--- config.mk ---
export PLATFORM = sky130hd
export DESIGN_NAME = serial_adder
export DESIGN_NICKNAME = d
export VERILOG_FILES = /design/src/rtl/serial_adder_pkg.sv /design/src/rtl/serial_adder_add_chunk.sv /design/src/rtl/serial_adder.sv
export SDC_FILE = /design/constraint.sdc
export NUM_CORES = 1
export LEC_CHECK = 0
export BUFFER_PORTS_ARGS = -buffer_cell sky130_fd_sc_hd__buf_2
export CAP_MARGIN = 15
export CELL_PAD_IN_SITES_DETAIL_PLACEMENT = 0
export CELL_PAD_IN_SITES_GLOBAL_PLACEMENT = 1
export CORE_MARGIN = 3
export CORE_UTILIZATION = 43
export CTS_CLUSTER_DIAMETER = 100
export DETAILED_ROUTE_END_ITERATION = 12
export PLACE_DENSITY = 0.77
export SYNTH_ARGS = -nofsm -noshare
export SYNTH_HDL_FRONTEND = slang
export SYNTH_SLANG_ARGS = --single-unit
export TNS_END_PERCENT = 1
--- constraint.sdc ---
create_clock -name clk -period 2.54 [get_ports clk]
set_input_delay 0.254 -clock clk [delete_from_list [all_inputs] [get_ports clk]]
set_output_delay 0.254 -clock clk [all_outputs]
set_load 0.005 [all_outputs]
--- src/rtl/serial_adder_pkg.sv ---
// Shared types and elaboration helpers for the multi-cycle serial adder.
package serial_adder_pkg;

   typedef enum logic {
      IDLE = 1'b0,
      RUN  = 1'b1
   } state_t;

   // Bit k set means a CHUNK of k bits is a supported slice width.
   localparam logic [15:0] CHUNK_LEGAL_MASK = 16'h0116;

   function automatic bit chunk_legal(input int chunk, input int width);
      if (chunk < 1 || chunk > 8 || chunk > width) return 1'b0;
      if ((width % chunk) != 0) return 1'b0;
      return CHUNK_LEGAL_MASK[chunk[3:0]];
   endfunction

   function automatic int step_cnt_width(input int nstep);
      return (nstep <= 1) ? 1 : $clog2(nstep);
   endfunction

endpackage

--- src/rtl/serial_adder_add_chunk.sv ---
// CHUNK-bit combinational ripple slice built from 1-bit full adders;
// also exposes the carry into its top bit for signed-overflow detection.
module add_chunk #(
   parameter int CHUNK = 1
) (
   input  logic [CHUNK-1:0] a,
   input  logic [CHUNK-1:0] b,
   input  logic             cin,
   output logic [CHUNK-1:0] s,
   output logic             cout,
   output logic             cmsb
);

   logic [CHUNK:0] c;

   assign c[0] = cin;

   for (genvar i = 0; i < CHUNK; i++) begin : g_bit
      fullAdder_1b u_fa (
         .a    (a[i]),
         .b    (b[i]),
         .cin  (c[i]),
         .s    (s[i]),
         .cout (c[i+1])
      );
   end

   assign cout = c[CHUNK];
   assign cmsb = c[CHUNK-1];

endmodule

module fullAdder_1b (
   input  logic a,
   input  logic b,
   input  logic cin,
   output logic s,
   output logic cout
);

   assign s    = a ^ b ^ cin;
   assign cout = (a & b) | (cin & (a ^ b));

endmodule

--- src/rtl/serial_adder.sv ---
// Multi-cycle adder: WIDTH-bit a + b + c_in, CHUNK bits per clock via one ripple slice.
// Define SERIAL_ADDER_SUB_EN to add a 'sub' input selecting a - b.
module serial_adder
   import serial_adder_pkg::*;
#(
   parameter int WIDTH = 16,
   parameter int CHUNK = 1
) (
   input  logic             clk,
   input  logic             rst,
   input  logic             start,
   input  logic [WIDTH-1:0] a,
   input  logic [WIDTH-1:0] b,
   input  logic             c_in,
`ifdef SERIAL_ADDER_SUB_EN
   input  logic             sub,
`endif
   output logic             busy,
   output logic             done,
   output logic [WIDTH-1:0] sum,
   output logic             c_out,
   output logic             ofl
);

   localparam int NSTEP = WIDTH / CHUNK;
   localparam int CNT_W = step_cnt_width(NSTEP);
   localparam logic [CNT_W-1:0] LAST_STEP = CNT_W'(NSTEP - 1);

   if (!chunk_legal(CHUNK, WIDTH)) begin : g_bad_chunk
      $error("serial_adder: CHUNK must be 1, 2, 4 or 8 and divide WIDTH");
   end

   state_t           state;
   logic [CNT_W-1:0] step;
   logic             carry;
   logic [WIDTH-1:0] a_sr;
   logic [WIDTH-1:0] b_sr;
   logic [WIDTH-1:0] acc_sr;
   logic [WIDTH-1:0] acc_next;
   logic [WIDTH-1:0] b_eff;
   logic             carry_init;
   logic [CHUNK-1:0] slice_s;
   logic             slice_cout;
   logic             slice_cmsb;

`ifdef SERIAL_ADDER_SUB_EN
   // Subtraction is a + ~b + 1, so c_in is overridden by a forced carry.
   assign b_eff      = sub ? ~b : b;
   assign carry_init = sub ? 1'b1 : c_in;
`else
   assign b_eff      = b;
   assign carry_init = c_in;
`endif

   add_chunk #(.CHUNK(CHUNK)) u_slice (
      .a    (a_sr[CHUNK-1:0]),
      .b    (b_sr[CHUNK-1:0]),
      .cin  (carry),
      .s    (slice_s),
      .cout (slice_cout),
      .cmsb (slice_cmsb)
   );

   // Slices enter at the top, so after NSTEP shifts the first slice sits at bit 0.
   assign acc_next = WIDTH'({slice_s, acc_sr} >> CHUNK);
   assign busy     = (state == RUN);

   // NOTE: every register, datapath shift registers included, takes the async reset
   // so the outputs and the next operation never see stale or X contents.
   always_ff @(posedge clk or posedge rst) begin
      if (rst) begin
         state  <= IDLE;
         step   <= '0;
         carry  <= 1'b0;
         a_sr   <= '0;
         b_sr   <= '0;
         acc_sr <= '0;
         sum    <= '0;
         c_out  <= 1'b0;
         ofl    <= 1'b0;
         done   <= 1'b0;
      end else begin
         // NOTE: non-blocking assignments throughout, so every register samples
         // pre-edge values regardless of statement order.
         done <= 1'b0;
         case (state)
            IDLE: begin
               if (start) begin
                  a_sr  <= a;
                  b_sr  <= b_eff;
                  carry <= carry_init;
                  step  <= '0;
                  state <= RUN;
               end
            end
            RUN: begin
               acc_sr <= acc_next;
               carry  <= slice_cout;
               a_sr   <= a_sr >> CHUNK;
               b_sr   <= b_sr >> CHUNK;
               step   <= step + CNT_W'(1);
               if (step == LAST_STEP) begin
                  state <= IDLE;
                  sum   <= acc_next;
                  c_out <= slice_cout;
                  ofl   <= slice_cmsb ^ slice_cout;
                  done  <= 1'b1;
               end
            end
            default: state <= IDLE;
         endcase
      end
   end

endmodule
==> run summary <==
Share of cells above drive strength 1: 29.0%
Synth unique cells: 21
Post-layout util: 52.2%
Synth warnings: 0
Top cells by area, synth: dfrtp_1, mux2i_1, nand2_1
ANT nets after route: 0
Worst rel slew slack: 55.7%
Period utilisation layout: 63.8%
Via count: 2031
Gpl congestion: 0.701
Fillcell total: 665
Die Wd: 90.1 um
Core Region: 6830 um^2
Multi-input logic area: 1110 um^2
Multiplexer share of the synthesized area: 16.8%
Initial antenna violation count: 0
Final Max Slew Viols: 0
CP cell instances: buf_4, buf_4, o21ai_0
Setup crit end kind: register
First-pass GRT wire length: 10.1 mm
Reg area: 1800 um^2
Final HPWL from detailed placement: 3.75 mm
Synthesized area per cell: 11.3 um^2
FF-to-FF Start: busy
Share of the synthesized area in the top cell type: 59.2%
Number of global-route vias before repair: 2147
Met3 GRT Util: 3.77%
Asr flop ratio synth: 100%
Clk sinks: 72
Most frequent CP cell: buf_4
CTS tree: built
Simple-Gate Fraction of Synth Area: 11.6%
Antenna Cells: 0
Fin nets: 364
CP startpoint: busy
Drt pass-1 iters: 4
Post-synth EDFFs: 0
Area grow syn2layout: 17.3%
Post-synth top flop: dfrtp_1
Static Leak: 1.86 nW
Area leader, netlist: dfrtp_1
GRT busiest layer: met2
Min Tclk post-route: 1.62 ns
Worst setup SP type: register
CTS-repair resized insts: 0
Post-placement cell count: 411
Worst-path clk slew: 0.08 ns
Max clock buf depth: 2
WP data required: 2.74 ns
Critical path's slowest cell: dfrtp_2
Largest family of logic cells by synthesized area: multiplexers
Max Freq: 617 MHz
GR Util All Layers: 15.3%
Die area: 8120 um^2
Initial core utilization: 44.5%
GR met1 Demand/Resource: 20.5%
Final hold viol count: 0
Residual DRC: 0
XOR/XNOR Fraction of Synth Area: 0.864%
Post-CTS Setup Bufs: 0
Inserted Clock Buffers: 9
Post-Synth Adder-Cell Area: 1.07%
Yosys reg bits: 72
Clk_lat worst skew: 0.34 ns
Buffers on Ports: 55
Finished Layout Cells: 427
Top Ports: 56
Root Driver: clkbuf_8
Sequential fraction of the synthesis area: 59.2%
Critical path fanouts, max: 40
Compound-Gate Fraction of Synth Area: 6.01%
Max Cap Violations: 0
Die height: 90.1 um
CP arrival: 1.82 ns
Initial DRC count: 74
# H-tree levels: 3
Cell Pwr Density: 1080 nW/um^2
Smallest hold slack: 0.00229 ns
Congestion Overflow GR: 0
Final TNS setup: 0 ns
Setup CP Type: register to register
Count leader, synth: nand2_1
Hold_buf cts: 0
Largest net degree at the start of global routing: 41
RSZ-0062 raised after global routing: no
Detailed Route WL: 5.71 mm
Avg WL per Cell: 13.4 um
Least-Margin Pin Slew: 0.663 ns
R2R cell count: 3
Worst min-delay path class: input pin to async pin
Avg Vias per Cell: 4.76
Clock Skew: 0.0105 ns
Gate Count Post-Synth: 270
Worst r2r dst: a_sr[3]
Most frequent cells after synthesis: nand2_1, dfrtp_1, mux2i_1
Worst ir drop on vdd: 0.528 mV
Cell area after synthesis: 3040 um^2
Crit-path max cell delay: 0.60 ns
R2R Setup Slk: 0.92 ns
Setup violators final: 0
Num rows: 30
Status: completed
GR met2 Demand/Resource: 23.7%
Synthesized net count: 308
[flip-flops by register name, indices dropped and copies added (netlist names)]
name / cells
sum: 16
done: 1
ofl: 1
b_sr: 16
carry: 1
c_out: 1
a_sr: 16
step: 4
acc_sr: 15
busy: 1
[cells in the final DEF, fill, tap and decap left out, types with 2 or more instances in the layout]
master    count
mux2i_1      33
clkinv_2      2
buf_4         5
nand2_1      84
dfrtp_1      71
o21ai_0      32
xnor2_1       2
a22o_1        2
nor2_1        4
inv_2         2
buf_2        55
clkbuf_8     10
mux2_2       16
[layer usage]
metal | wire length, um | up-vias | share of wire, %
met1 | 2680 | 967 | 47
li1 | - | 1012 | -
met2 | 2650 | 41 | 46
met5 | 0 | - | 0
met4 | 108 | 0 | 1.9
met3 | 269 | 11 | 4.7
[critical path, delay by kind of cell (launching register included)]
kind | cells | cell delay (ns)
AOI/OAI and AO/OA | 1 | 0.14
buffers and inverters | 2 | 0.74
DFF | 1 | 0.60
[worst max-delay path by stage]
stage,slack (ns),cells past startpoint,endpoint
floorplan,0.46,1,a_sr[0]
global placement,0.97,3,a_sr[6]
detailed placement,0.90,3,b_sr[12]
CTS,0.88,3,b_sr[12]
global route,0.74,3,a_sr[6]
finish,0.92,3,a_sr[3]
[through the flow]
| stage | cell area [um^2] | power, mW | setup slack [ns] |
|---|---|---|---|
| global route | 3570 | 4.17 | 0.738 |
| finish | 3570 | 3.85 | 0.920 |
| global placement | 3370 | 2.95 | 0.972 |
| floorplan | 3040 | 2.65 | 0.461 |
| detailed placement | 3370 | 2.99 | 0.900 |
| CTS | 3570 | 3.91 | 0.879 |
[final cells by class]
class                   instances  area share [%]
repair buffers                 61            9.33
flip-flops and latches         72            50.5
inverters                       2           0.210
multi-input cells             180            31.0
clock inverters                 5            1.58
well taps                      96            3.37
clock buffers                  11            3.96
[report_power, final]
part / switching, mW / internal [mW] / leakage [nW]
Sequential: 0.307 / 1.59 / 0.935
Clock: 0.419 / 0.479 / 0.0993
Combinational: 0.508 / 0.538 / 0.823
Total: 1.23 / 2.61 / 1.86
[kinds of logic (layout without fill, tap and decap cells)]
kind of cell / after synthesis / after routing
and+or+nand+nor: 91 / 91
DFF: 72 / 72
muxes: 49 / 49
AOI/OAI and AO/OA: 35 / 35
buffers and inverters: 18 / 79
xor gates and xnor gates: 3 / 3
adders and majority gates: 2 / 2
(Power assumes the default switching activity.)
